==> config.mk <==
export PLATFORM = sky130hd
export DESIGN_NAME = vsc8541_smi_responder
export DESIGN_NICKNAME = d
export VERILOG_FILES = /design/src/rtl/vsc8541_smi_pkg.sv /design/src/rtl/counter.sv /design/src/rtl/vsc8541_smi_sync_edge.sv /design/src/rtl/vsc8541_smi_responder.sv
export SDC_FILE = /design/constraint.sdc
export NUM_CORES = 1
export LEC_CHECK = 0
export ABC_AREA = 1
export CORE_MARGIN = 3
export CORE_UTILIZATION = 45
export DETAILED_ROUTE_END_ITERATION = 6
export GPL_TIMING_DRIVEN = 0
export PLACE_DENSITY = 0.64
export SETUP_SLACK_MARGIN = 0.02
export SLEW_MARGIN = 10
export SYNTH_ARGS = -nofsm -noshare
export SYNTH_HDL_FRONTEND = slang
export SYNTH_SLANG_ARGS = --single-unit
==> constraint.sdc <==
create_clock -name clk -period 1.9 [get_ports clk]
set_input_delay 0.19 -clock clk [delete_from_list [all_inputs] [get_ports clk]]
set_output_delay 0.19 -clock clk [all_outputs]
set_load 0.02 [all_outputs]
==> src/rtl/vsc8541_smi_pkg.sv <==
// Shared SMI (Clause 22 MDIO) definitions for the VSC8541 responder and master.
package vsc8541_smi_pkg;

    // OP field encodings on the wire
    typedef enum logic [1:0] {
        OP_WRITE = 2'b01,
        OP_READ  = 2'b10
    } smi_op_t;

    // Responder frame-decode states
    typedef enum logic [2:0] {
        S_HUNT,
        S_ST,
        S_OP,
        S_PHYAD,
        S_REGAD,
        S_TA,
        S_DATA,
        S_SKIP
    } smi_state_t;

    localparam logic [1:0] SMI_ST_CODE = 2'b01;
    localparam int SMI_OP_W    = 2;
    localparam int SMI_PHYAD_W = 5;
    localparam int SMI_REGAD_W = 5;
    localparam int SMI_TA_W    = 2;
    localparam int SMI_DATA_W  = 16;

endpackage

==> src/rtl/counter.sv <==
// Generic up-counter with synchronous clear (priority) and count enable.
module counter #(
    parameter int WIDTH = 8
) (
    input  logic             clk,
    input  logic             i_reset,
    input  logic             i_clear,
    input  logic             i_en,
    output logic [WIDTH-1:0] o_count
);

    logic [WIDTH-1:0] count_q, count_d;

    // Clear wins over enable; count wraps naturally.
    always_comb begin
        count_d = count_q;
        if (i_clear) begin
            count_d = '0;
        end else if (i_en) begin
            count_d = count_q + 1'b1;
        end
    end

    // Count register.
    always_ff @(posedge clk) begin
        if (i_reset) begin
            count_q <= '0;
        end else begin
            count_q <= count_d;
        end
    end

    assign o_count = count_q;

endmodule

==> src/rtl/vsc8541_smi_sync_edge.sv <==
// Two-flop synchronizer with registered rise/fall pulses for one async input.
module vsc8541_smi_sync_edge (
    input  logic clk,
    input  logic i_reset,
    input  logic i_async,
    output logic o_level,
    output logic o_rise,
    output logic o_fall
);

    logic meta_q, meta_d;
    logic sync_q, sync_d;
    logic prev_q, prev_d;
    logic rise_q, rise_d;
    logic fall_q, fall_d;

    // Next-state for the synchronizer chain and the edge detector.
    // NOTE: every _d is assigned on every path of an always_comb, otherwise a latch is inferred.
    always_comb begin
        meta_d = i_async;
        sync_d = meta_q;
        prev_d = sync_q;
        rise_d = sync_q & ~prev_q;
        fall_d = ~sync_q & prev_q;
    end

    // Register chain; edge pulses are registered so input-to-pulse latency is 3 clk.
    // NOTE: sequential state uses <= so every flop samples pre-edge values regardless of statement order.
    always_ff @(posedge clk) begin
        if (i_reset) begin
            meta_q <= 1'b0;
            sync_q <= 1'b0;
            prev_q <= 1'b0;
            rise_q <= 1'b0;
            fall_q <= 1'b0;
        end else begin
            meta_q <= meta_d;
            sync_q <= sync_d;
            prev_q <= prev_d;
            rise_q <= rise_d;
            fall_q <= fall_d;
        end
    end

    assign o_level = sync_q;
    assign o_rise  = rise_q;
    assign o_fall  = fall_q;

endmodule

==> src/rtl/vsc8541_smi_responder.sv <==
// PHY-side Clause 22 SMI responder: oversamples MDC/MDIO, decodes frames for
// PHY_ADDR, strobes a 32x16 register file and serialises read data on MDIO.
module vsc8541_smi_responder
    import vsc8541_smi_pkg::*;
#(
    parameter logic [4:0] PHY_ADDR     = 5'd0,
    parameter int         PREAMBLE_LEN = 32
) (
    input  logic        clk,
    input  logic        i_reset,
    input  logic        i_mdc,
    input  logic        i_mdio,
    output logic        o_mdio,
    output logic        o_mdio_oe,
    output logic [4:0]  o_reg_addr,
    output logic        o_reg_re,
    input  logic [15:0] i_reg_rdata,
    output logic [15:0] o_reg_wdata,
    output logic        o_reg_we,
    output logic        o_frame_err,
    output logic        o_busy
);

    localparam logic [5:0] PRE_LEN    = 6'(PREAMBLE_LEN);
    localparam logic [5:0] ONES_MAX   = 6'd32;
    localparam logic [4:0] OP_LAST    = 5'(SMI_OP_W - 1);
    localparam logic [4:0] PHYAD_LAST = 5'(SMI_PHYAD_W - 1);
    localparam logic [4:0] REGAD_LAST = 5'(SMI_REGAD_W - 1);
    localparam logic [4:0] TA_LAST    = 5'(SMI_TA_W - 1);
    localparam logic [4:0] DATA_LAST  = 5'(SMI_DATA_W - 1);
    localparam logic [4:0] SKIP_LAST  = 5'(SMI_REGAD_W + SMI_TA_W + SMI_DATA_W - 1);

    // Conditioned inputs
    logic mdc_rise, mdc_level, mdc_fall;
    logic mdio_s, mdio_rise, mdio_fall;
    logic unused_sync;

    vsc8541_smi_sync_edge u_sync_mdc (
        .clk     (clk),
        .i_reset (i_reset),
        .i_async (i_mdc),
        .o_level (mdc_level),
        .o_rise  (mdc_rise),
        .o_fall  (mdc_fall)
    );

    vsc8541_smi_sync_edge u_sync_mdio (
        .clk     (clk),
        .i_reset (i_reset),
        .i_async (i_mdio),
        .o_level (mdio_s),
        .o_rise  (mdio_rise),
        .o_fall  (mdio_fall)
    );

    assign unused_sync = ^{mdc_level, mdc_fall, mdio_rise, mdio_fall};

    // Field bit counter, advanced on every sampled MDC edge
    logic [4:0] bit_cnt;
    logic       bit_clear;

    counter #(.WIDTH(5)) u_bit_cnt (
        .clk     (clk),
        .i_reset (i_reset),
        .i_clear (bit_clear),
        .i_en    (mdc_rise),
        .o_count (bit_cnt)
    );

    smi_state_t  state_q, state_d;
    logic [5:0]  ones_q, ones_d;
    logic        is_read_q, is_read_d;
    logic [15:0] shift_q, shift_d;
    logic [4:0]  reg_addr_q, reg_addr_d;
    logic [15:0] wdata_q, wdata_d;
    logic        mdio_q, mdio_d;
    logic        mdio_oe_q, mdio_oe_d;
    logic        reg_re_q, reg_re_d;
    logic        reg_we_q, reg_we_d;
    logic        frame_err_q, frame_err_d;
    logic        busy_q, busy_d;
    logic        capture_q, capture_d;

    logic [1:0] op_bits;
    logic [4:0] phy_bits;

    assign op_bits  = {shift_q[0], mdio_s};
    assign phy_bits = {shift_q[3:0], mdio_s};

    // Frame decode: next state, shift datapath, strobes and MDIO drive.
    always_comb begin
        state_d     = state_q;
        ones_d      = ones_q;
        is_read_d   = is_read_q;
        shift_d     = shift_q;
        reg_addr_d  = reg_addr_q;
        wdata_d     = wdata_q;
        mdio_d      = mdio_q;
        mdio_oe_d   = mdio_oe_q;
        reg_re_d    = 1'b0;
        reg_we_d    = 1'b0;
        frame_err_d = 1'b0;
        capture_d   = reg_re_q;

        // Register file answers one clk after the read strobe.
        if (capture_q) begin
            shift_d = i_reg_rdata;
        end

        if (mdc_rise) begin
            unique case (state_q)
                S_HUNT: begin
                    if (mdio_s) begin
                        if (ones_q != ONES_MAX) begin
                            ones_d = ones_q + 6'd1;
                        end
                    end else begin
                        // A 0 after a full preamble is the first ST bit.
                        ones_d = '0;
                        if (ones_q >= PRE_LEN) begin
                            state_d = S_ST;
                        end
                    end
                end
                S_ST: begin
                    if (mdio_s == SMI_ST_CODE[0]) begin
                        state_d = S_OP;
                    end else begin
                        frame_err_d = 1'b1;
                        state_d     = S_HUNT;
                    end
                end
                S_OP: begin
                    shift_d = {shift_q[14:0], mdio_s};
                    if (bit_cnt == OP_LAST) begin
                        if (op_bits == OP_READ) begin
                            is_read_d = 1'b1;
                            state_d   = S_PHYAD;
                        end else if (op_bits == OP_WRITE) begin
                            is_read_d = 1'b0;
                            state_d   = S_PHYAD;
                        end else begin
                            frame_err_d = 1'b1;
                            state_d     = S_HUNT;
                        end
                    end
                end
                S_PHYAD: begin
                    shift_d = {shift_q[14:0], mdio_s};
                    if (bit_cnt == PHYAD_LAST) begin
                        state_d = (phy_bits == PHY_ADDR) ? S_REGAD : S_SKIP;
                    end
                end
                S_REGAD: begin
                    reg_addr_d = {reg_addr_q[3:0], mdio_s};
                    if (bit_cnt == REGAD_LAST) begin
                        reg_re_d = is_read_q;
                        state_d  = S_TA;
                    end
                end
                S_TA: begin
                    if (is_read_q) begin
                        if (bit_cnt == 5'd0) begin
                            // Take the line and drive the TA zero.
                            mdio_oe_d = 1'b1;
                            mdio_d    = 1'b0;
                        end else begin
                            mdio_d  = shift_q[15];
                            shift_d = {shift_q[14:0], 1'b0};
                        end
                    end
                    if (bit_cnt == TA_LAST) begin
                        state_d = S_DATA;
                    end
                end
                S_DATA: begin
                    if (is_read_q) begin
                        if (bit_cnt == DATA_LAST) begin
                            // D0 has been sampled by the master: release.
                            mdio_oe_d = 1'b0;
                            mdio_d    = 1'b1;
                            state_d   = S_HUNT;
                        end else begin
                            mdio_d  = shift_q[15];
                            shift_d = {shift_q[14:0], 1'b0};
                        end
                    end else begin
                        shift_d = {shift_q[14:0], mdio_s};
                        if (bit_cnt == DATA_LAST) begin
                            wdata_d  = {shift_q[14:0], mdio_s};
                            reg_we_d = 1'b1;
                            state_d  = S_HUNT;
                        end
                    end
                end
                S_SKIP: begin
                    if (bit_cnt == SKIP_LAST) begin
                        state_d = S_HUNT;
                    end
                end
                default: state_d = S_HUNT;
            endcase
        end
    end

    // Bit counter restarts at each field boundary and idles at 0 while hunting.
    assign bit_clear = mdc_rise && ((state_d != state_q) || (state_q == S_HUNT));
    assign busy_d    = (state_d != S_HUNT);

    // State and datapath registers.
    // NOTE: the shift datapath is reset along with control so a reset mid-read can never replay stale data.
    always_ff @(posedge clk) begin
        if (i_reset) begin
            state_q     <= S_HUNT;
            ones_q      <= '0;
            is_read_q   <= 1'b0;
            shift_q     <= '0;
            reg_addr_q  <= '0;
            wdata_q     <= '0;
            mdio_q      <= 1'b1;
            mdio_oe_q   <= 1'b0;
            reg_re_q    <= 1'b0;
            reg_we_q    <= 1'b0;
            frame_err_q <= 1'b0;
            busy_q      <= 1'b0;
            capture_q   <= 1'b0;
        end else begin
            state_q     <= state_d;
            ones_q      <= ones_d;
            is_read_q   <= is_read_d;
            shift_q     <= shift_d;
            reg_addr_q  <= reg_addr_d;
            wdata_q     <= wdata_d;
            mdio_q      <= mdio_d;
            mdio_oe_q   <= mdio_oe_d;
            reg_re_q    <= reg_re_d;
            reg_we_q    <= reg_we_d;
            frame_err_q <= frame_err_d;
            busy_q      <= busy_d;
            capture_q   <= capture_d;
        end
    end

    assign o_mdio      = mdio_q;
    assign o_mdio_oe   = mdio_oe_q;
    assign o_reg_addr  = reg_addr_q;
    assign o_reg_re    = reg_re_q;
    assign o_reg_wdata = wdata_q;
    assign o_reg_we    = reg_we_q;
    assign o_frame_err = frame_err_q;
    assign o_busy      = busy_q;

endmodule

Word-level counts from Yosys, hierarchy flattened
Cells that the tools add are included.

Word-level logic and storage cells: 110. Output and inout bits: 27. Flip-flop bits (word level): 65. Input bits: 20.

Bitwise logic cells: 7. Reductions and logical operators: 19. Muxes and demuxes: 41. Equal/unequal tests: 20. Order comparisons: 1. Add/subtract/negate cells: 2.

Operators by type and width (count): $mux W16 (6); $pmux W16 S3 (1); $mux W3 (9); $pmux W3 S8 (1); $mux W1 (15); $eq A3 B3 Y1 const B (4); $mux W6 (2); $reduce_and A4 Y1 (3); $logic_not A5 Y1 (2); $ne A2 B2 Y1 const B (5); $mux W2 (4); $reduce_or A4 Y1 (2); $add A6 B1 Y6 const B (1); $eq A3 B2 Y1 const B (2); $ge A6 B6 Y1 const B (1); $ne A6 B6 Y1 const B (1); $not A1 Y1 (6); $pmux W1 S2 (3); $reduce_and A6 Y1 (1); $reduce_or A2 Y1 (3); $add A5 B1 Y5 const B (1); $eq A5 B1 Y1 const B (1); $eq A5 B3 Y1 const B (1); $eq A5 B4 Y1 const B (1); 13 further kinds (14).

Depth between registers and ports, before layout
Gate-level depths: netlist (run 1).

Depth in word-level cells: 10. Mapped depth: 16. Depth with buffers taken out: 16.

Cells and area by module
A second synthesis (run 1) with hierarchy kept.

Cells, all modules: 439. Area, all modules: 3314.4 um^2.

By module, submodules not included: vsc8541_smi_responder (instances 1, cells an instance 380, area each 2822.7 um^2); vsc8541_smi_sync_edge (instances 2, cells an instance 15, area each 140.1 um^2); counter (instances 1, cells an instance 29, area each 211.5 um^2).

Least setup slack after synthesis (run 1)
OpenSTA, ideal clock, no wires.

Path type: register -> register. Start point: reg u_bit_cnt.count_q[0], in the netlist u_bit_cnt.o_count[0]. End point: reg u_bit_cnt.count_q[1], in the netlist u_bit_cnt.o_count[1]. Buffers on the path: 0. Slack: 0.154 ns. Cell stages (with the launch flop): 17. Required time: 1.783 ns. Data arrival time: 1.629 ns. Period minus slack after synthesis: 1.746 ns. Cell sequence: dfxtp_1 -> ha_1 -> nand2_1 -> nor2_1 -> ha_1 -> inv_1 -> nand4_1 -> nand3_1 -> nor2_1 -> nand2_1 -> nand2_2 -> nor2_1 -> nor2_1 -> nand3_1 -> nand2_1 -> nand2_2 -> nor2_1.

Cells in the longest elaborated chain, start to end: 8. Elaborated cells between the ends (all ways): 17. Those cells by class: add/sub: 1; eq/ne: 5; mux: 8; reduce/logical: 3.

Ends and longest elaborated chain: start, declared (RTL line counter.sv:12) `logic [WIDTH-1:0] count_q, count_d;`; start signal, assigned (RTL line counter.sv:29) `count_q <= count_d;`; $eq A5 B5 Y1 (tied with other cells) (RTL line vsc8541_smi_responder.sv:197) `if (bit_cnt == SKIP_LAST) begin`; $mux W3 (tied with other cells) (RTL line vsc8541_smi_responder.sv:197); $pmux W3 S8 (RTL line vsc8541_smi_responder.sv:111) `unique case (state_q)`; $mux W3 (RTL line vsc8541_smi_responder.sv:110) `if (mdc_rise) begin`; $ne A3 B3 Y1 (RTL line vsc8541_smi_responder.sv:207) `assign bit_clear = mdc_rise && ((state_d != state_q) || (state_q == S_HUNT));`; $logic_or A1 B1 Y1 (RTL line vsc8541_smi_responder.sv:207); $logic_and A1 B1 Y1 (RTL line vsc8541_smi_responder.sv:207); $reduce_or A2 Y1 (no source line).

Several ways; a longest one is shown, not always the timed one. A chain may end at the register's enable or synchronous reset.

Worst setup path in the final report (run 1)
Start point: reg u_bit_cnt.count_q[0], in the netlist u_bit_cnt.o_count[0]. End point: reg u_bit_cnt.count_q[4], in the netlist u_bit_cnt.o_count[4].

Same word-level chain as after synthesis.

==> flow_summary_export.csv, run 1 <==
group,metric,value,unit
synth,synthAdderAreaFrac,3.55,%
placement,postPlaceCellArea,0.00374,mm^2
synth,ys_warn_count,0,
final_layout,multi_input_area,0.00158,mm^2
flow_run,maxCapViolations,0,
placement,routabilityCongestion,0.847,
timing,finalSetupViolCount,3,
timing,tns,-0.0118,ns
timing,timing.final.crit_share,100,%
clock_network,clkTransAtPathRegs,0.08,ns
synth,yosysTopAreaCellShare,41.1,%
grt,antenna_found_initial,0,
detailed_routing,wl,8.18,mm
timing,finalClockSkew,0.0150,ns
floorplanning,rows,29,
placement,hpwl,5.63,mm
synth,avgSynthCellArea,7.20,um^2
critical_path,path_class,"register to register",
grt,grt_max_degree,13,
critical_path,arrival,2.19,ns
placement,port_buffers,45,
synth,synth_xor_area_share,0.829,%
floorplanning,dieArea,0.00809,mm^2
floorplanning,core-area,0.00657,mm^2
synth,synthSimpleGateAreaFrac,25.9,%
detailed_routing,drt_iter0_markers,198,
floorplanning,die_y,89.9,um
detailed_routing,drcViolationCount,0,
synth,synth_edf_count,0,
clock_network,clock_latency,0.35,ns
critical_path,end_kind,"register",
detailed_routing,wire_per_inst,13.4,um
timing,fmax,0.524,GHz
clock_network,clkSinkCount,65,
hold_path,hp-class,"input port to register",
synth,async_flop_share,0,%
floorplanning,start_util,48.3,%
critical_path,required,2.18,ns
clock_network,htreeDepth,3,
final_layout,final_layout_size_suffix_gt1_share,17.2,%
final_layout,final_cell_area,0.00425,mm^2
synth,yosysSeqAreaShare,41.1,%
floorplanning,dieWidth,89.9,um
detailed_routing,vias,3053,
synth,syn_nets,469,
timing,tightestPinTransition,0.618,ns
critical_path,startpoint_type,"register",
synth,synth_cell_types,37,
timing,period_minus_slack,1.91,ns
final_layout,register_area,0.00131,mm^2
grt,track_usage,20.5,%
synth,synth_cells,440,
detailed_routing,first_pass_iters,5,
synth,synth-main-ff-cell,"dfxtp_1",
detailed_routing,vias_per_cell,5.00,
final_layout,final_nets,541,
grt,grt_pass1_vias,2908,
timing,slew_violations,0,
power_and_ir_drop,ir_drop,0.407,mV
final_layout,n_antenna_cell,0,
power_and_ir_drop,leakagePower,1.62,nW
synth,syn_area,0.00317,mm^2
clock_network,cts-buffers-inserted,9,
synth,synthTopCellsByArea,"dfxtp_1 (41%), nand2_1 (9.5%), o21ai_0 (7.1%), a21oi_1 (6.8%), inv_1 (6.8%)",
grt,grt_pass1_wl,13.7,mm
timing,hold_viol_final,0,
final_layout,area_delta_synth_final,34.0,%
critical_path,cp_max_fo,5,
outcome,status,"finished, violations left",
detailed_routing,ant_nets,0,
clock_network,holdBufCountCts,0,
power_and_ir_drop,p_per_area,669,mW/mm^2
synth,synth_top_area_cell,"dfxtp_1",
synth,synth_top_family_by_area,"simple AND/OR/NAND/NOR gates",
grt,gr-total-overflow,0,
timing,slew_headroom,58.8,%
outcome,violations,"negative setup slack",
clock_network,tritoncts,"built",
synth,yosys-mux-area-fraction,0,%
final_layout,fillCellCount,612,
clock_network,root_buffer,"clkbuf_8",
timing,rsz0062_at_grt,"yes",
floorplanning,io_pins,47,
synth,synth_seq_cells,65,
synth,synth_compound_gate_area_share,17.1,%
timing,layout_setup_ws,-0.00667,ns
clock_network,cts_buffer_depth,2,
## power by group
part           leakage, nW  internal (mW)  switching [mW]
clock network        0.109          0.776           0.566
logic                0.985         0.0580          0.0654
registers            0.527           1.37         0.00806
total                 1.62           2.20           0.640
## layer usage
layer / vias up / wire length, um / part of all wire, % / GRT usage (%)
met4: 0 / 143 / 1.7 / 6.89
met3: 16 / 352 / 4.3 / 4.59
met5: - / 0 / 0 / 0
met2: 71 / 3730 / 46 / 32.5
li1: 1562 / - / - / -
met1: 1404 / 3960 / 48 / 27.7
## Yosys cell counts (all sizes together) (3+ instances only)
library cell  instances
clkbuf               11
nor2                 46
nand2                83
inv                  63
o21ai                47
o211ai                3
ha                    9
a21oi                43
nor3                  9
buf                  10
nand3                32
dfxtp                65
xor2                  3
nand4                 4
## path summary, 6_finish.rpt
path	startpoint	end	slack, ns	cells past startpoint
max	u_bit_cnt.o_count[0]	u_bit_cnt.o_count[4]	-0.007	16
min	i_reset	o_reg_re	0.21	2
max reg2reg	u_bit_cnt.o_count[0]	u_bit_cnt.o_count[4]	-0.007	16
min reg2reg	u_sync_mdc.meta_q	u_sync_mdc.o_level	0.41	2
## timing repair
item	CTS	global route
setup buffers	8	7
resized for setup	16	27
pin swaps	13	18
cloned	0	2
setup endpoints to repair	35	36
## logic make-up after synthesis
family	count (synthesis)
AND/OR/NAND/NOR	180
AO/OA/AOI/OAI	98
buffers and inverters	85
flip-flops	65
adder cells (fa/ha/maj)	9
XOR/XNOR	3
## registers in the layout, indices dropped and copies added (netlist names)
name	cells
u_sync_mdio.o_level	1
u_sync_mdio.meta_q	1
o_reg_addr	5
shift_q	16
capture_q	1
o_reg_re	1
u_sync_mdc.meta_q	1
o_frame_err	1
is_read_q	1
u_sync_mdc.o_level	1
o_reg_wdata	16
u_sync_mdc.prev_q	1
o_reg_we	1
state_q	3
ones_q	6
o_busy	1
u_bit_cnt.o_count	5
o_mdio	1
o_mdio_oe	1
u_sync_mdc.o_rise	1
## through the flow
| step | total power, mW | cells | hold WS (ns) | utilization, % | setup slack, ns |
|---|---|---|---|---|---|
| floorplan | 1.46 | 440 | 0.297 | - | 0.154 |
| global placement | 1.52 | 578 | 0.376 | 56.9 | -0.177 |
| detailed placement | 1.52 | 578 | 0.383 | 56.9 | -0.188 |
| CTS | 2.86 | 602 | 0.212 | 61.9 | -0.0137 |
| global route | 2.94 | 610 | 0.256 | 64.7 | -0.134 |
| finish | 2.84 | 610 | 0.213 | 64.7 | -0.00667 |
## cell usage in the layout (no fill, tap or decap), types with 2 or more instances in the layout
master           Yosys  layout
nand2_1             80      78
a21oi_2              0       6
nand3_1             31      30
nor3b_1              2       2
nor3_2               3       3
buf_4                3      14
ha_1                 9       6
dfxtp_1             65      62
nor2_2               3       6
a21oi_1             43      37
buf_6                3       9
ha_4                 0       2
nor3_1               5       5
inv_1               57      53
xor2_1               3       3
clkinvlp_4           0       2
bufinv_16            0       2
nor4_1               2       2
nand4_1              4       4
inv_4                1       3
o21ai_0             45      44
o21ai_1              2       2
clkdlybuf4s50_1      0      45
clkbuf_1            11      10
clkbuf_8             0      10
nand2_2              3       5
buf_12               0       3
inv_2                5       7
nor2_1              42      39
dfxtp_4              0       2
## critical path, stage by stage, from the launching register on
cell and delay [ns]:
dfxtp_4 0.37, ha_4 0.13, nand2_2 0.05, nor2_2 0.09
ha_2 0.22, inv_2 0.05, nand4_1 0.10, nand3_1 0.09
nor2_1 0.11, nand2_1 0.08, nand2_2 0.07, nor2_1 0.04
nor2_1 0.08, nand3_1 0.07, nand2_1 0.08, nand2_2 0.10
nor2_1 0.11
## final cells by class
type                            count  share of cell area (%)
Clock buffer                       10                    3.24
Inverter                           64                    5.95
Buffer                             20                    3.12
Sequential cell                    65                    30.8
Tap cell                           93                    2.74
Multi-Input combinational cell    290                    37.3
Clock inverter                      6                    2.09
Timing Repair Buffer               62                    14.8
(Power assumes the default switching activity.)
==> run 2: changes to the inputs <==
PLACE_DENSITY = 0.68   (was 0.64)
==> run 2 against run 1 <==
The run still ends with negative setup slack left. Combinational power is essentially flat. Clock skew shrank 0.0042 ns. Via count grew 1.5%. Die area is the same. Count of clock-buffer cells in the layout is the same. Flip-flop and latch count is the same. Worst setup slack lost 0.032 ns. Utilization shrank 1.2 points. Global-route usage grew 0.14 points.
==> flow_summary_export.csv, run 2 (synthesis results as in run 1) <==
group,metric,value,unit
outcome,status,"finished, violations left",
grt,track_usage,20.6,%
critical_path,path_class,"register to register",
placement,routabilityCongestion,0.902,
floorplanning,io_pins,47,
final_layout,final_cell_mix,"nand2_1 (77), dfxtp_1 (62), inv_1 (54)",
power_and_ir_drop,p_clk_share,39.5,%
critical_path,r2r-start,"u_bit_cnt.o_count[1]",
floorplanning,die_y,89.9,um
final_layout,final_nets,537,
detailed_routing,drt_iter0_markers,181,
floorplanning,start_util,48.3,%
critical_path,cpLargestDelayFamily,"buffers and inverters",
grt,grt_pass1_wl,13.7,mm
outcome,violations,"negative setup slack",
timing,slew_violations,0,
power_and_ir_drop,swShare,24.2,%
critical_path,ff2ff_setup_slack,-0.04,ns
hold_path,holdCritStartpoint,"i_reset",
floorplanning,rows,29,
final_layout,final_layout_size_suffix_gt1_share,18.0,%
hold_path,hold-path-cell-count,2,
timing,slew_headroom,53.2,%
final_layout,area_delta_synth_final,31.6,%
critical_path,startpoint_type,"register",
power_and_ir_drop,leakagePower,1.58,nW
clock_network,tritoncts,"built",
grt,antenna_found_initial,0,
critical_path,cp_common_cell,"buf_6",
critical_path,worst-path-buf-inv,5,
final_layout,fillCellCount,611,
timing,period_minus_slack,1.94,ns
timing,layout_setup_ws,-0.0387,ns
final_layout,final_common_cell,"nand2_1",
grt,gr-total-overflow,0,
placement,port_buffers,45,
placement,postPlaceCellArea,0.00374,mm^2
critical_path,rr_worst_depth,13,
clock_network,clkSinkCount,65,
detailed_routing,first_pass_iters,5,
power_and_ir_drop,switching_power,0.599,mW
timing,rsz0062_at_grt,"yes",
final_layout,n_antenna_cell,0,
critical_path,slowest_delay,0.37,ns
final_layout,register_area,0.00131,mm^2
detailed_routing,wire_per_inst,13.6,um
critical_path,r2r-end,"o_reg_wdata[11]",
timing,timing.final.crit_share,102,%
detailed_routing,drcViolationCount,0,
final_layout,multi_input_area,0.00163,mm^2
detailed_routing,wl,8.21,mm
final_layout,final_cell_area,0.00417,mm^2
critical_path,end_kind,"register",
power_and_ir_drop,finalPower,2.47,mW
grt,grt_pass1_vias,2930,
timing,finalSetupViolCount,16,
clock_network,clkTransAtPathRegs,0.07,ns
detailed_routing,vias,3098,
clock_network,clock_latency,0.34,ns
timing,tightestPinTransition,0.702,ns
detailed_routing,ant_nets,0,
critical_path,arrival,2.22,ns
critical_path,cp_max_fo,5,
timing,fmax,0.516,GHz
hold_path,hold_end,"u_sync_mdc.o_rise",
clock_network,cts_buffer_depth,2,
critical_path,cp_slowest_cell,"dfxtp_4",
critical_path,required,2.18,ns
placement,hpwl,5.58,mm
clock_network,root_buffer,"clkbuf_8",
placement,pre_cts_ws,-0.194,ns
clock_network,cts-buffers-inserted,9,
timing,hold_viol_final,0,
floorplanning,dieArea,0.00809,mm^2
power_and_ir_drop,power_frac_comb,4.9,%
critical_path,path_cells,"ha_4 -> nand2_2 -> nor2_2 -> ha_2 -> inv_2 -> buf_6 -> nor2_4 -> inv_4 -> nor3_4 -> buf_4 -> buf_6 -> o21ai_0 -> a21oi_1",
power_and_ir_drop,ir_drop,0.356,mV
final_layout,fin_util,63.5,%
flow_run,maxCapViolations,0,
floorplanning,dieWidth,89.9,um
power_and_ir_drop,p_seq_share,55.6,%
timing,finalClockSkew,0.0108,ns
power_and_ir_drop,p_per_area,593,mW/mm^2
grt,grt_max_degree,11,
clock_network,htreeDepth,3,
hold_path,hp-class,"input port to register",
power_and_ir_drop,p_int,1.87,mW
detailed_routing,vias_per_cell,5.13,
floorplanning,core-area,0.00657,mm^2
[run 2: changes by cell type in the layout (fill, tap and decap cells not counted), sizes merged]
cell,previous run,this run
bufinv,2,0
buf,27,21
clkinvlp,2,1
clkinv,2,4
inv,64,63
clkbuf,20,22
[run 2: worst max-delay path by stage]
stage / start / endpoint / slack [ns] / depth (start not counted)
2_1_floorplan: u_bit_cnt.o_count[0] / u_bit_cnt.o_count[1] / 0.15 / 16
3_3_place_gp: u_sync_mdio.o_level / u_bit_cnt.o_count[3] / -0.16 / 15
3_5_place_dp: u_sync_mdio.o_level / u_bit_cnt.o_count[4] / -0.19 / 15
4_1_cts: u_bit_cnt.o_count[0] / u_bit_cnt.o_count[4] / -0.02 / 16
5_1_grt: u_bit_cnt.o_count[1] / u_bit_cnt.o_count[1] / -0.22 / 16
6_report: u_bit_cnt.o_count[1] / o_reg_wdata[11] / -0.04 / 13
[run 2: cell type report]
cell class                 count  share of cell area (%)
multi-input combinational    290                    39.0
sequential                    65                    31.5
timing repair buffer          57                    13.6
inverter                      64                    6.06
buffer                        21                    3.45
clock buffer                  10                    3.06
tap                           93                    2.79
clock inverter                 4                   0.540
[run 2: metrics by stage]
stage	cells	hold WS (ns)	TNS [ns]
after floorplan	440	0.297	0
after global placement	578	0.378	-1.93
after detailed placement	578	0.382	-2.52
after CTS	598	0.205	-0.0179
after global routing	604	0.239	-3.73
final	604	0.214	-0.341
[run 2: what timing repair did]
item,CTS,global route
setup buffers,5,4
gates resized for setup,18,50
endpoints found under the setup margin,33,33
pin swaps,8,10
gates cloned,1,2
hold buffers,0,0
[run 2: power groups by stage]
stage	combinational (mW)	clock, mW	sequential, mW
2_1_floorplan	0.0530	0	1.41
3_3_place_gp	0.109	0	1.41
3_5_place_dp	0.111	0	1.41
4_1_cts	0.113	0.987	1.38
5_1_grt	0.134	1.06	1.38
6_report	0.121	0.977	1.38
[run 2: per-layer routing]
layer	global-route usage, %	wire, um	share of wire [%]	up-vias
met5	0	0	0	-
met1	29.3	4080	50	1439
met2	30.7	3610	44	98
met4	7.91	124	1.5	0
li1	-	-	-	1550
met3	4.42	399	4.9	11
==> edit: new RTL, flow settings as in run 2 <==
Remove the register `reg_we_q`: a continuous assignment takes its place, so the output `o_reg_we` follows one clock earlier.
--- a/src/rtl/vsc8541_smi_responder.sv
+++ b/src/rtl/vsc8541_smi_responder.sv
@@ -220,7 +220,6 @@
             mdio_q      <= 1'b1;
             mdio_oe_q   <= 1'b0;
             reg_re_q    <= 1'b0;
-            reg_we_q    <= 1'b0;
             frame_err_q <= 1'b0;
             busy_q      <= 1'b0;
             capture_q   <= 1'b0;
@@ -234,12 +233,13 @@
             mdio_q      <= mdio_d;
             mdio_oe_q   <= mdio_oe_d;
             reg_re_q    <= reg_re_d;
-            reg_we_q    <= reg_we_d;
             frame_err_q <= frame_err_d;
             busy_q      <= busy_d;
             capture_q   <= capture_d;
         end
     end
+
+    assign reg_we_q = reg_we_d;
 
     assign o_mdio      = mdio_q;
     assign o_mdio_oe   = mdio_oe_q;
Behaviour: same outputs for any inputs over 10 cycles, from zero or initial values and one cycle with i_reset high; that may be too few to reach the edited logic, so the function may still have changed.
==> edit against run 2 <==
- the flow still finishes with violations (negative setup slack)
- total power is 12% higher
- sequential share of layout area is 0.37 points lower
- cell count is 0.33% higher
- worst setup slack better by 0.011 ns
- sequential cell count is 1 lower
- design area is 0.54% lower
- area after synthesis is 0.32% lower
- via count is 2.6% lower
- routed wire length is 1.2% lower
- non-clock buffer count is 3 higher
- first-iteration DRC count is 51% higher
- hold slack worse by 0.0031 ns
- core utilization is 0.34 points lower
==> edit: results (changes against run 2) <==
| Metric | Value |
|---|---|
| GRT Total Usage | `0.202 (-0.00449)` |
| H-Tree Depth | `3 (unchanged)` |
| Initial antenna violation count | `0 (unchanged)` |
| Failing checks | `negative setup slack` |
| Setup Fix Bufs, Post-CTS | `4 (-1)` |
| DP Wirelength | `5.71 mm (+2.3%)` |
| Synth cell count leaders | `82 x nand2_1, 64 x dfxtp_1, 55 x inv_1` |
| Critical path arrival | `2.20 ns (-0.02 ns)` |
| Hold Crit Depth | `2 (unchanged)` |
| Syn nets | `466 (-0.64%)` |
| Compound-gate portion of the synthesized area | `0.173 (+0.00133)` |
| Worst Skew | `0.0131 ns (+0.00236 ns)` |
| RR Endpoint | `u_bit_cnt.o_count[0]` |
| Worst IR Drop VDD | `754 uV (+110%)` |
| CTS resizes | `15 (-3)` |
| Final Routed Wirelength | `8.11 mm (-1.2%)` |
| Relative slew slack | `0.628 (+0.0958)` |
| Post-Place Cells | `575 (-0.52%)` |
| Post-synthesis xor/xnor area fraction | `0.00832 (+0.0000263)` |
| Hold slack final | `0.211 ns (-0.00307 ns)` |
| Syn_area_per_cell | `7.23 um2 (+0.37%)` |
| Syn. warnings | `0 (unchanged)` |
| # setup viols final | `5 (-11)` |
| Reg-to-Reg Start | `u_bit_cnt.o_count[0]` |
| Final setup margin | `-0.0272 ns (+0.0115 ns)` |
| Hold EP | `o_reg_re` |
| Leakage | `1.64 nW (+3.9%)` |
| Post-synth ARST share | `0 (unchanged)` |
| Worst Setup SP | `u_bit_cnt.o_count[0]` |
| Adder-cell share of the synthesized area | `0.0356 (+0.000113)` |
| TritonRoute pass-1 iters | `4 (-1)` |
| Drt via density | `4.98 (-2.9%)` |
| Fillcell total | `590 (-3.4%)` |
| Via count | `3018 (-2.6%)` |
| Total negative slack | `-0.0712 ns (+0.270 ns)` |
| Final Wtd Congestion | `0.867 (-3.9%)` |
| R2R depth | `16 (+3)` |
| Share of cells above drive strength 1 | `0.173 (-0.00655)` |
| Largest net degree at the start of global routing | `13 (+2)` |
| Main synth FF type | `dfxtp_1` |
| Dpl cell area | `3730 um2 (-0.27%)` |
| Sequential-to-total area share from yosys stat | `0.406 (-0.00504)` |
| Worst slack, placed | `-0.469 ns (-0.275 ns)` |
| Initial DRC Count | `274 (+51%)` |
| Number of global-route vias before repair | `2851 (-2.7%)` |
| Synth cell types | `39 (+5.4%)` |
| Largest cells by area after synthesis | `dfxtp_1 41%, nand2_1 9.7%, o21ai_0 7.1%, a21oi_1 7.0%, inv_1 6.5%` |
| First-pass GRT wire length | `13.4 mm (-2.5%)` |
| Status | `finished with violations` |
==> edit: logic make-up (layout without fill, tap and decap cells) <==
family          count (synthesis)  count (layout)
xor+xnor                        3               3
buf+inv                        85             161
fa+ha+maj                       9               9
simple gates                  177             177
compound gates                 99              99
flops                          64              64
==> edit: metal layers <==
| layer | global-route usage | wire length (um) |
|---|---|---|
| met5 | 0 | 0 |
| met4 | 0.0690 | 99 |
| met3 | 0.0584 | 427 |
| met2 | 0.309 | 3580 |
| met1 | 0.273 | 4010 |
==> edit: cell type report <==
cell class,count,area [um2],share of cell area
multi-input cells,288,1570,0.378
well taps,93,116,0.0280
plain buffers,21,136,0.0329
clock inverters,7,95.1,0.0229
clock buffers,9,124,0.0299
repair buffers,60,568,0.137
flip-flops and latches,64,1290,0.311
inverters,64,250,0.0603
==> edit: report_power, final <==
group	switching (mW)	leakage [nW]	internal, mW
logic	0.0626	1.01	0.0548
clock network	0.567	0.110	0.741
registers	0.00612	0.519	1.35
==> edit: worst max-delay path, cell delays in order (launching register included) <==
cell and delay [ns]:
dfxtp_4 0.37, ha_4 0.14, nand2_2 0.05, nor2_2 0.11, ha_2 0.21, inv_4 0.05, nand4_1 0.10, nand3_1 0.08
nor2_1 0.10, nand2_1 0.08, nand2_2 0.08, nor2_2 0.03, nor2_1 0.09, nand3_1 0.08, nand2_1 0.07, nand2_2 0.09
nor2_1 0.12
==> edit: worst max-delay path by stage <==
stage,to
after global routing,u_bit_cnt.o_count[0]
final,u_bit_cnt.o_count[0]
after detailed placement,o_reg_we
after global placement,o_reg_we
after floorplan,u_bit_cnt.o_count[1]
after CTS,o_reg_we
